===== config.mk =====
export PLATFORM = sky130hd
export DESIGN_NAME = uart_tx_flat
export DESIGN_NICKNAME = d
export VERILOG_FILES = /design/src/rtl/uart_pkg.sv /design/src/rtl/uart_tx_if.sv /design/src/rtl/uart_tx_fifo.sv /design/src/rtl/uart_tx.sv /design/src/flat_wrapper.sv
export SDC_FILE = /design/constraint.sdc
export NUM_CORES = 1
export LEC_CHECK = 0
export ABC_CLOCK_PERIOD_IN_PS = 4400
export CAP_MARGIN = 15
export CORE_MARGIN = 3
export CORE_UTILIZATION = 35
export CTS_BUF_LIST = sky130_fd_sc_hd__clkbuf_4 sky130_fd_sc_hd__clkbuf_8
export CTS_CLUSTER_DIAMETER = 40
export DETAILED_ROUTE_END_ITERATION = 7
export GPL_TIMING_DRIVEN = 0
export PLACE_DENSITY_LB_ADDON = 0.1
export SLEW_MARGIN = 20
export SYNTH_ARGS = -nofsm -noshare
export SYNTH_HDL_FRONTEND = slang
export SYNTH_HIERARCHICAL = 1
export SYNTH_SLANG_ARGS = --single-unit

===== constraint.sdc =====
create_clock -name Clk -period 4.4 [get_ports Clk]
set_input_delay 0.66 -clock Clk [delete_from_list [all_inputs] [get_ports Clk]]
set_output_delay 0.66 -clock Clk [all_outputs]
set_load 0.02 [all_outputs]

===== src/rtl/uart_pkg.sv =====
// rtl/uart_pkg.sv - shared UART constants and transmitter state type
package uart_pkg;

  localparam int UBRR_DEFAULT = 10415;
  localparam int FRAME_BITS   = 10;

  typedef enum logic [1:0] {
    IDLE,
    START,
    DATA,
    STOP
  } uart_tx_state_t;

endpackage


===== src/rtl/uart_tx_if.sv =====
// rtl/uart_tx_if.sv - CPU-side load port and serial/status outputs of uart_tx
interface uart_tx_if;
  import uart_pkg::*;

  logic       Load;
  logic [7:0] Data_in;
  logic       TX;
  logic       Full;
  logic       Busy;
  logic       OE;

  modport master (output Load, Data_in, input TX, Full, Busy, OE);
  modport slave  (input Load, Data_in, output TX, Full, Busy, OE);

endinterface


===== src/rtl/uart_tx_fifo.sv =====
// rtl/uart_tx_fifo.sv - show-ahead byte FIFO feeding the transmitter
module uart_tx_fifo
  import uart_pkg::*;
#(
  parameter int DEPTH = 4
) (
  input  logic       Clk,
  input  logic       Rst_n,
  input  logic       wr_en,
  input  logic [7:0] wr_data,
  input  logic       rd_en,
  output logic [7:0] rd_data,
  output logic       full,
  output logic       empty
);

  localparam int AW = $clog2(DEPTH);

  logic [AW:0] wr_ptr;
  logic [AW:0] rd_ptr;
  logic [7:0]  mem [DEPTH];
  logic        wr_ok;
  logic        rd_ok;

  assign empty   = (wr_ptr == rd_ptr);
  assign full    = (wr_ptr[AW] != rd_ptr[AW]) && (wr_ptr[AW-1:0] == rd_ptr[AW-1:0]);
  assign rd_ok   = rd_en && !empty;
  // A write into a full FIFO is still taken when the head leaves on the same edge.
  assign wr_ok   = wr_en && (!full || rd_ok);
  assign rd_data = mem[rd_ptr[AW-1:0]];

  always_ff @(posedge Clk or negedge Rst_n) begin
    if (!Rst_n) begin
      wr_ptr <= '0;
      rd_ptr <= '0;
    end else begin
      if (wr_ok) wr_ptr <= wr_ptr + {{AW{1'b0}}, 1'b1};
      if (rd_ok) rd_ptr <= rd_ptr + {{AW{1'b0}}, 1'b1};
    end
  end

  always_ff @(posedge Clk) begin
    if (wr_ok) mem[wr_ptr[AW-1:0]] <= wr_data;
  end

endmodule


===== src/rtl/uart_tx.sv =====
// rtl/uart_tx.sv - 8N1 UART transmitter with a small load FIFO
module uart_tx
  import uart_pkg::*;
#(
  parameter int UBRR  = UBRR_DEFAULT,
  parameter int DEPTH = 4
) (
  input logic     Clk,
  input logic     Rst_n,
  uart_tx_if.slave bus
);

  localparam int            CW       = (UBRR > 0) ? $clog2(UBRR + 1) : 1;
  localparam logic [CW-1:0] BAUD_MAX = CW'(UBRR);

  uart_tx_state_t state, state_n;
  logic [CW-1:0]  baud_cnt, baud_n;
  logic [2:0]     bit_idx, bit_n;
  logic [7:0]     shift, shift_n;
  logic           tx, tx_n;
  logic           oe;
  logic           pop;
  logic           full;
  logic           empty;
  logic           baud_end;
  logic [7:0]     head;

  uart_tx_fifo #(.DEPTH(DEPTH)) u_fifo (
    .Clk     (Clk),
    .Rst_n   (Rst_n),
    .wr_en   (bus.Load),
    .wr_data (bus.Data_in),
    .rd_en   (pop),
    .rd_data (head),
    .full    (full),
    .empty   (empty)
  );

  assign baud_end = (baud_cnt == BAUD_MAX);

  always_ff @(posedge Clk or negedge Rst_n) begin
    if (!Rst_n) begin
      state    <= IDLE;
      baud_cnt <= '0;
      bit_idx  <= '0;
      shift    <= '0;
      tx       <= 1'b1;
      oe       <= 1'b0;
    end else begin
      state    <= state_n;
      baud_cnt <= baud_n;
      bit_idx  <= bit_n;
      shift    <= shift_n;
      tx       <= tx_n;
      oe       <= bus.Load && full && !pop;
    end
  end

  always_comb begin
    state_n = state;
    baud_n  = baud_cnt;
    bit_n   = bit_idx;
    shift_n = shift;
    tx_n    = tx;
    pop     = 1'b0;
    case (state)
      IDLE: begin
        baud_n = '0;
        if (!empty) begin
          pop     = 1'b1;
          shift_n = head;
          tx_n    = 1'b0;
          state_n = START;
        end
      end
      START: begin
        if (baud_end) begin
          baud_n  = '0;
          tx_n    = shift[0];
          bit_n   = '0;
          state_n = DATA;
        end else begin
          baud_n = baud_cnt + CW'(1);
        end
      end
      DATA: begin
        if (baud_end) begin
          baud_n = '0;
          if (bit_idx == 3'd7) begin
            tx_n    = 1'b1;
            state_n = STOP;
          end else begin
            shift_n = {1'b0, shift[7:1]};
            tx_n    = shift[1];
            bit_n   = bit_idx + 3'd1;
          end
        end else begin
          baud_n = baud_cnt + CW'(1);
        end
      end
      STOP: begin
        if (baud_end) begin
          baud_n = '0;
          // Chain straight into the next start bit so queued bytes leave with no idle gap.
          if (!empty) begin
            pop     = 1'b1;
            shift_n = head;
            tx_n    = 1'b0;
            state_n = START;
          end else begin
            state_n = IDLE;
          end
        end else begin
          baud_n = baud_cnt + CW'(1);
        end
      end
      default: state_n = IDLE;
    endcase
  end

  assign bus.TX   = tx;
  assign bus.Full = full;
  assign bus.Busy = (state != IDLE) || !empty;
  assign bus.OE   = oe;

endmodule


===== src/flat_wrapper.sv =====
// flat-port wrapper written by rule: the top's interface ports become plain ports
module uart_tx_flat import uart_pkg::*;
#(
  parameter int UBRR  = UBRR_DEFAULT,
  parameter int DEPTH = 4
)
  (Clk, Rst_n, bus_Load, bus_Data_in, bus_TX, bus_Full, bus_Busy, bus_OE);
  uart_tx_if bus_i ();
  input logic Clk;
  input logic Rst_n;
  input wire logic [$bits(bus_i.Load)-1:0] bus_Load;
  input wire logic [$bits(bus_i.Data_in)-1:0] bus_Data_in;
  output wire logic [$bits(bus_i.TX)-1:0] bus_TX;
  output wire logic [$bits(bus_i.Full)-1:0] bus_Full;
  output wire logic [$bits(bus_i.Busy)-1:0] bus_Busy;
  output wire logic [$bits(bus_i.OE)-1:0] bus_OE;
  assign bus_i.Load = bus_Load;
  assign bus_i.Data_in = bus_Data_in;
  assign bus_TX = bus_i.TX;
  assign bus_Full = bus_i.Full;
  assign bus_Busy = bus_i.Busy;
  assign bus_OE = bus_i.OE;
  uart_tx #(.UBRR(UBRR), .DEPTH(DEPTH)) u_core (.Clk(Clk), .Rst_n(Rst_n), .bus(bus_i));
endmodule

==> results.cfg, run 1 <==
[synth]
syn_nets = 254
ys.flop_type = dfrtp_1
yosys_warnings = 6
synth_top_area_share_pct = 29.9
synth_cell_type_count = 51
syn-cell-area_um2 = 3210
synth.yosys.seq_area_share_pct = 57.2
syn_avg_cell_area_um2 = 14.0
yosys.area.top_type = edfxtp_1
ys_top_cells_by_area = edfxtp_1 30%, dfrtp_1 27%, mux2_2 6.0%
ys_ff_latch = 67
ys_async_sr_fraction_pct = 52.2
synth_edf_count = 32
ys_top_cells_by_count = 34 x dfrtp_1, 32 x edfxtp_1, 17 x mux2_2, 17 x nor2_1
yosysMostFrequentCell = dfrtp_1
synth_cells = 229

[die]
die_h_um = 102
row_count = 34
start_util_pct = 36.5
num_io_pins = 15
core_area_um2 = 8810
die-area_um2 = 10400
die_w_um = 102

[detailed_routing]
remaining_drc_errors = 0
vias = 1868
drt_iter0_markers = 32
vias_per_cell = 5.08
routedWlPerCell_um = 15.0
drt-total-wl_um = 5530
first_pass_iters = 4
antenna_left = 0

[cts]
hold_buffers = 0
cts-root-buf = clkbuf_8
htree_levels = 3
cts_buffer_depth = 2
post_cts.repair.setup_buffers = 0
insertion_delay_ns = 0.34
cts_tree = done
cts.repair.resized = 0
clkTransAtPathRegs_ns = 0.07
clock_sinks = 67
numCtsBuffers = 9

[timing]
hold_viol = 0
final.setup.tns_ns = 0
setup_viol = 0
slew_headroom_pct = 58.9
fin_skew_ns = 0.0110
slew_viol_final = 0
worstMarginPinSlew_ns = 0.612
max_freq_ghz = 0.328
grt_setup_unrepaired = false
hold_slack_ns = 0.256
min_period_ns = 3.05
fin_crit_sh_pct = 69.3

[setup_path]
cpMaxStageDelayCell = clkdlybuf4s50_1
worstRegToRegCells = 8
path_class = reg -> out
cpPeakStageDelay_ns = 0.57
crit_end = bus_Busy
crit-reg2reg-launch = u_core/u_fifo/rd_ptr[1]
worstSetupStartpointType = flop
worstPathMaxFanout = 10
worstSetupEndpointType = output port
reg2reg_to = u_core/u_fifo/mem[1][0]
crit_chain = buf_4, xor2_1, buf_6, nor3_1, nand2_1, clkdlybuf4s50_1
crit_required_ns = 3.74
r2r_slack_ns = 1.45
crit_start = u_core/u_fifo/rd_ptr[1]
arrival_ns = 2.39

[final_layout]
layout.nets = 280
drive_above_1_share_pct = 21.5
num-fill-cells = 833
area_delta_synth_final_pct = 14.8
final_area_um2 = 3680
stdcell_count = 368
antenna_cells = 0

[power_and_ir_drop]
ir_worst_vdd_mv = 0.209
p_leak_uw = 0.00150
power.density_nw_per_um2 = 653

[run]
drv_cap = 0

[grt]
grt_pass1_vias = 1855
antenna_found_initial = 0
grt_max_degree = 20
grt-ovfl-total = 0
grt_usage_pct = 11.8
grt_pass1_wl_um = 9270

[outcome]
status = complete, no violations

[placed_design]
dp_hpwl_um = 3870
portBuffers = 14
place_area_um2 = 3510
dp_cells = 352
globalplace.congestion = 0.758

[worst_hold_path]
hp-class = in -> async
worst min-delay path by stage:
stage                              from             endpoint  slack, ns  cells after the start
after global routing              Rst_n      u_core/shift[6]       0.27                      1
after CTS                         Rst_n  u_core/baud_cnt[10]       0.25                      1
after detailed placement  u_core/bus.TX        u_core/bus.TX       0.47                      2
final                             Rst_n      u_core/shift[6]       0.26                      1
after floorplan                   Rst_n   u_core/baud_cnt[0]       0.36                      0
after global placement    u_core/bus.TX        u_core/bus.TX       0.47                      2
registers in the layout, indices dropped and copies added (netlist names):
| signal | cells |
|---|---|
| u_core/state | 2 |
| u_core/bus.OE | 1 |
| u_core/u_fifo/wr_ptr | 3 |
| u_core/bit_idx | 3 |
| u_core/u_fifo/rd_ptr | 3 |
| u_core/shift | 8 |
| u_core/baud_cnt | 14 |
| u_core/u_fifo/mem | 32 |
| u_core/bus.TX | 1 |
per-stage QoR:
step	power, uW	worst slack [ns]	utilization (%)
6_report	2410	1.35	41.8
4_1_cts	2450	1.34	41.8
3_3_place_gp	1980	1.47	39.6
2_1_floorplan	1720	1.82	-
5_1_grt	2590	1.19	41.8
3_5_place_dp	1980	1.46	39.8
metal layers:
metal / wire (um) / track usage (%) / share of wire (%) / vias up
met5: 0 / 0 / 0 / -
met4: 93 / 4.60 / 1.7 / 0
met3: 179 / 3.86 / 3.2 / 8
met2: 2650 / 18.6 / 48 / 29
met1: 2610 / 15.0 / 47 / 914
li1: - / - / - / 917
cell type report:
cell class | instances | area (um2) | share of cell area, %
Buffer | 7 | 47.5 | 1.29
Clock buffer | 9 | 124 | 3.36
Clock inverter | 7 | 52.6 | 1.43
Inverter | 10 | 37.5 | 1.02
Multi-Input combinational cell | 145 | 1290 | 34.9
Sequential cell | 67 | 1840 | 49.9
Tap cell | 108 | 135 | 3.67
Timing Repair Buffer | 15 | 163 | 4.41
critical path: cells and delay by family, from the launching register on:
kind                   cells  cell delay, ns
XOR/XNOR                   1            0.17
buffers and inverters      3            0.91
flip-flops                 1            0.38
AND/OR/NAND/NOR            2            0.60
where the power goes:
group	internal, uW	switching [uW]
Sequential	842	101
Clock	208	246
Combinational	483	527
kinds of logic (layout without fill, tap and decap cells):
group | Yosys count | count (layout) | share of synthesized area (%)
AO/OA/AOI/OAI | 27 | 27 | 7.05
XOR/XNOR | 18 | 18 | 4.91
adder cells (fa/ha/maj) | 14 | 14 | 5.46
buffers and inverters | 17 | 48 | 2.65
flip-flops | 67 | 67 | 57.2
multiplexers | 26 | 26 | 11.9
AND/OR/NAND/NOR | 60 | 60 | 10.8
cells in the final DEF (no fill, tap or decap), types with 4 or more instances in the layout:
cell type | netlist | routed
dfrtp_1 | 34 | 34
clkbuf_8 | 0 | 9
nand2_1 | 5 | 5
and3_1 | 8 | 8
ha_1 | 14 | 14
edfxtp_1 | 32 | 32
inv_1 | 10 | 10
xor2_1 | 14 | 14
nand3_1 | 6 | 6
clkdlybuf4s50_1 | 0 | 13
nand4_1 | 4 | 4
mux4_2 | 8 | 8
mux2_2 | 17 | 17
xnor2_1 | 4 | 4
nor2_1 | 17 | 17
Power figures use the tool's default switching activity.
==> inputs of run 2 (changes only) <==
--- a/config.mk
+++ b/config.mk
@@ -5,7 +5,7 @@
 export SDC_FILE = /design/constraint.sdc
 export NUM_CORES = 1
 export LEC_CHECK = 0
-export ABC_CLOCK_PERIOD_IN_PS = 4400
+export ABC_CLOCK_PERIOD_IN_PS = 2800
 export CAP_MARGIN = 15
 export CORE_MARGIN = 3
 export CORE_UTILIZATION = 35
==> constraint.sdc (replaced) <==
create_clock -name Clk -period 2.8 [get_ports Clk]
set_input_delay 0.42 -clock Clk [delete_from_list [all_inputs] [get_ports Clk]]
set_output_delay 0.42 -clock Clk [all_outputs]
set_load 0.02 [all_outputs]
==> run 2 against run 1 <==
Sequential share of layout area fell by 0.34 points. Sequential power rose by 57%. Final cell count fell by 0.27%. Worst setup slack got worse by 1.2 ns. Combinational power rose by 62%. Sequential cell count did not move. Critical endpoint unchanged.
==> results.cfg, run 2 (synthesis gave the netlist of run 1 again) <==
[outcome]
status = complete, no violations

[setup_path]
arrival_ns = 2.20
worstRegToRegCells = 8
crit_chain = buf_4, xor2_1, buf_6, nor3_2, nand2_1, clkdlybuf4s50_1
crit_required_ns = 2.38
worstSetupEndpointType = output port
path_class = reg -> out
worstPathMaxFanout = 10
path_delay_family = buffers and inverters
cpPeakStageDelay_ns = 0.56
critical_path_buf_inv_count = 3
cpMaxStageDelayCell = clkdlybuf4s50_1
worstSetupStartpointType = flop
path_depth = 6
r2r_slack_ns = 0.19

[cts]
insertion_delay_ns = 0.34
cts-root-buf = clkbuf_8
clock_sinks = 67
hold_buffers = 0
clkTransAtPathRegs_ns = 0.07
cts_tree = done
numCtsBuffers = 9
cts_buffer_depth = 2
htree_levels = 3

[detailed_routing]
vias = 1866
remaining_drc_errors = 0
drt_iter0_markers = 34
routedWlPerCell_um = 15.3
drt-total-wl_um = 5600
first_pass_iters = 4
vias_per_cell = 5.08
antenna_left = 0

[grt]
grt_max_degree = 20
grt_pass1_wl_um = 9360
grt_usage_pct = 11.9
antenna_found_initial = 0
grt-ovfl-total = 0
grt_pass1_vias = 1877

[die]
start_util_pct = 36.5
die_w_um = 102
die_h_um = 102
num_io_pins = 15
die-area_um2 = 10400
row_count = 34
core_area_um2 = 8810

[placed_design]
dp_hpwl_um = 3870
portBuffers = 14
place_ws_ns = -0.138
globalplace.congestion = 0.758

[timing]
setup_ws_ns = 0.183
fin_skew_ns = 0.0106
hold_viol = 0
grt_setup_unrepaired = false
slew_viol_final = 0
setup_viol = 0
worstMarginPinSlew_ns = 0.579
min_period_ns = 2.62
max_freq_ghz = 0.382
slew_headroom_pct = 61.3
fin_crit_sh_pct = 93.5

[worst_hold_path]
hp-class = in -> async

[power_and_ir_drop]
ir_worst_vdd_mv = 0.343
power.density_nw_per_um2 = 1030
finalPower_uw = 3830
p_leak_uw = 0.00149

[final_layout]
utilization_pct = 42.1
drive_above_1_share_pct = 23.9
layout.nets = 279
antenna_cells = 0
area_delta_synth_final_pct = 15.5
largest_reg_flops = 32
final_cell_mix = 34 x dfrtp_1, 32 x edfxtp_1, 17 x nor2_1, 17 x mux2_2
final_common_cell = dfrtp_1

[run]
drv_cap = 0
[run 2: timing repair]
item / in CTS / in global routing
setup endpoints to repair: 25 / 33
buffers inserted: 0 / 0
resized for setup: 5 / 4
[run 2: worst register-to-register path, cell delays in order (launching register included)]
cell and delay (ns):
dfrtp_1 0.40, ha_1 0.25, and2_1 0.17, and4_1 0.19
buf_6 0.14, a21oi_2 0.19, nor3_2 0.13, or4_1 0.62
and3_4 0.28
[run 2: layer usage]
layer	track usage, %	share of wire, %	wire [um]
met2	18.9	48	2690
met1	15.1	47	2640
met3	3.86	3.0	169
met5	0	0	0
met4	4.81	1.7	93
[run 2: power by group]
group          switching (uW)  internal, uW
clock network             387           327
logic                     857           780
registers                 158          1320
total                    1400          2430
[run 2: final timing paths]
path / start / endpoint
max reg2reg: u_core/baud_cnt[0] / u_core/u_fifo/mem[1][5]
min reg2reg: u_core/baud_cnt[0] / u_core/baud_cnt[0]
max: u_core/u_fifo/rd_ptr[1] / bus_Busy
min: Rst_n / u_core/shift[6]
max in group asynchronous: Rst_n / u_core/bus.TX
min in group Clk: u_core/baud_cnt[0] / u_core/baud_cnt[0]
[run 2: layout make-up]
| cell class | instances | area [um2] |
|---|---|---|
| inverters | 10 | 37.5 |
| fillers | 834 | 5100 |
| well taps | 108 | 135 |
| multi-input cells | 145 | 1320 |
| flip-flops and latches | 67 | 1840 |
| clock inverters | 7 | 52.6 |
| clock buffers | 9 | 124 |
| repair buffers | 15 | 163 |
| plain buffers | 6 | 43.8 |
[run 2: metrics by stage]
step | setup TNS, ns | cells | area [um2] | hold WS (ns)
2_1_floorplan | 0 | 229 | 3210 | 0.124
3_3_place_gp | -3.05 | 351 | 3490 | 0.469
3_5_place_dp | -2.94 | 352 | 3510 | 0.390
4_1_cts | -0.578 | 368 | 3700 | 0.0137
5_1_grt | 0 | 367 | 3710 | 0.0322
6_report | 0 | 367 | 3710 | 0.0177
==> inputs of run 3 (changes only) <==
--- a/config.mk
+++ b/config.mk
@@ -12,7 +12,6 @@
 export CTS_BUF_LIST = sky130_fd_sc_hd__clkbuf_4 sky130_fd_sc_hd__clkbuf_8
 export CTS_CLUSTER_DIAMETER = 40
 export DETAILED_ROUTE_END_ITERATION = 7
-export GPL_TIMING_DRIVEN = 0
 export PLACE_DENSITY_LB_ADDON = 0.1
 export SLEW_MARGIN = 20
 export SYNTH_ARGS = -nofsm -noshare
==> run 3 against run 2 <==
Combinational power is 4% lower. Fmax is 0.28% higher. Sequential cell count stayed put. Non-clock buffer count is 2 lower. Register-to-register slack hardly changed. Core utilization is 0.30 points lower. First-iteration DRC count is 15% higher. Sequential share of layout area is 0.35 points higher. Critical path type unchanged. Largest cell class unchanged.
==> results.cfg, run 3 (synthesis gave the netlist of run 1 again) <==
[cts]
htree_levels = 3
hold_buffers = 0
numCtsBuffers = 9
post_cts.repair.setup_buffers = 0
cts_tree = done
clock_sinks = 67
cts-root-buf = clkbuf_8
insertion_delay_ns = 0.34
clkTransAtPathRegs_ns = 0.07
cts_buffer_depth = 2

[placed_design]
globalplace.congestion = 0.763
dp_hpwl_um = 4020
portBuffers = 14
dp_cells = 349

[power_and_ir_drop]
p_leak_uw = 0.00148
p_switching_uw = 1370
p_int_uw = 2500
power.share.clock_pct = 20.6
pwr-share-comb_pct = 40.7
seq_power_share_pct = 38.6
ir_worst_vdd_mv = 0.373
power.density_nw_per_um2 = 1050
switching_share_pct = 35.4

[die]
die-area_um2 = 10400
row_count = 34
die_h_um = 102
core_area_um2 = 8810
num_io_pins = 15
start_util_pct = 36.5
die_w_um = 102

[final_layout]
final_common_cell = dfrtp_1
largest_reg_flops = 32
area_delta_synth_final_pct = 14.7
drive_above_1_share_pct = 22.2
final_cell_mix = 34 x dfrtp_1, 32 x edfxtp_1, 17 x nor2_1, 17 x mux2_2, 14 x ha_1
num-fill-cells = 834
stdcell_count = 365
layout.nets = 277
antenna_cells = 0

[setup_path]
worstSetupEndpointType = output port
cpPeakStageDelay_ns = 0.60
arrival_ns = 2.19
cpMaxStageDelayCell = clkdlybuf4s50_1
worstPathMaxFanout = 11
critical_path_buf_inv_count = 2
worstSetupStartpointType = flop
path_delay_family = buffers and inverters
path_class = reg -> out
crit_required_ns = 2.38
crit_chain = xor2_2, nor3_1, buf_4, nand2_1, clkdlybuf4s50_1

[grt]
met2_usage_pct = 17.8
antenna_found_initial = 0
use_met1_pct = 17.8
grt_usage_pct = 12.5
grt_max_degree = 36
grt_pass1_wl_um = 9830
grt-ovfl-total = 0
grt_busiest_layer = met1
grt_use_met3_pct = 2.89
grt_pass1_vias = 1921

[timing]
slew_viol_final = 0
setup_viol = 0
max_freq_ghz = 0.383
slew_headroom_pct = 45.7
fin_crit_sh_pct = 93.2
final.setup.tns_ns = 0
min_period_ns = 2.61
hold_viol = 0
fin_skew_ns = 0.0115
grt_setup_unrepaired = false
worstMarginPinSlew_ns = 0.814

[detailed_routing]
routedWlPerCell_um = 15.7
vias_per_cell = 5.11
vias = 1864
drt-total-wl_um = 5740
antenna_left = 0
drt_iter0_markers = 39
first_pass_iters = 4
remaining_drc_errors = 0

[run]
drv_cap = 0

[worst_hold_path]
hp-class = in -> async

[outcome]
status = complete, no violations
[run 3: changes by cell type in the layout (fill, tap and decap cells not counted), moves of 2 or more]
| cell | delta |
|---|---|
| xor2_1 | -2 |
| and3_1 | +3 |
| buf_4 | +4 |
| clkinvlp_4 | +2 |
| inv_6 | -2 |
| buf_2 | -2 |
| nor3_2 | -2 |
| and3_4 | -3 |
| nor3_1 | +2 |
| xor2_2 | +2 |
| buf_6 | -2 |
[run 3: power groups by stage]
stage | registers, uW | clock network, uW | logic, uW
after floorplan | 1470 | 0 | 1240
after global placement | 1510 | 0 | 1590
after detailed placement | 1510 | 0 | 1580
after CTS | 1490 | 827 | 1600
after global routing | 1530 | 878 | 1770
final | 1500 | 800 | 1580
[run 3: timing repair]
action                     4_1_cts  5_1_grt
setup endpoints to repair        1        1
gates resized for setup          1        1
pin swaps                        0        0
[run 3: final cells by class]
cell class	instances	area (um2)	area share (%)
clock inverter	6	66.3	1.80
multi-input combinational	145	1300	35.4
clock buffer	10	131	3.57
sequential	67	1840	49.9
tap	108	135	3.67
inverter	10	37.5	1.02
timing repair buffer	19	173	4.69
[run 3: metal layers]
layer  vias to the layer above  routed length [um]
met2                        29                2530
met3                         7                 142
li1                        905                   -
met5                         -                   0
met1                       923                2970
met4                         0                 101
[run 3: final timing paths]
path | startpoint | endpoint | slack, ns | cells after the start
setup / recovery | u_core/u_fifo/wr_ptr[1] | bus_Busy | 0.19 | 5
hold reg to reg | u_core/bus.TX | u_core/bus.TX | 0.48 | 2
hold / removal | Rst_n | u_core/baud_cnt[11] | 0.17 | 1
setup reg to reg | u_core/baud_cnt[0] | u_core/u_fifo/mem[1][2] | 0.20 | 7
max in group asynchronous | Rst_n | u_core/shift[1] | 2.11 | 1
min in group Clk | u_core/bus.TX | u_core/bus.TX | 0.48 | 2
[run 3: stage by stage]
step	power, uW	utilization [%]	hold slack [ns]	setup slack [ns]	area (um2)
final	3880	41.8	0.174	0.190	3680
after global routing	4180	41.8	0.227	0.0496	3680
after CTS	3920	41.7	0.196	0.109	3680
after detailed placement	3090	39.4	0.475	0.221	3470
after global placement	3090	39.4	0.462	0.254	3470
after floorplan	2710	-	0.124	0.225	3210
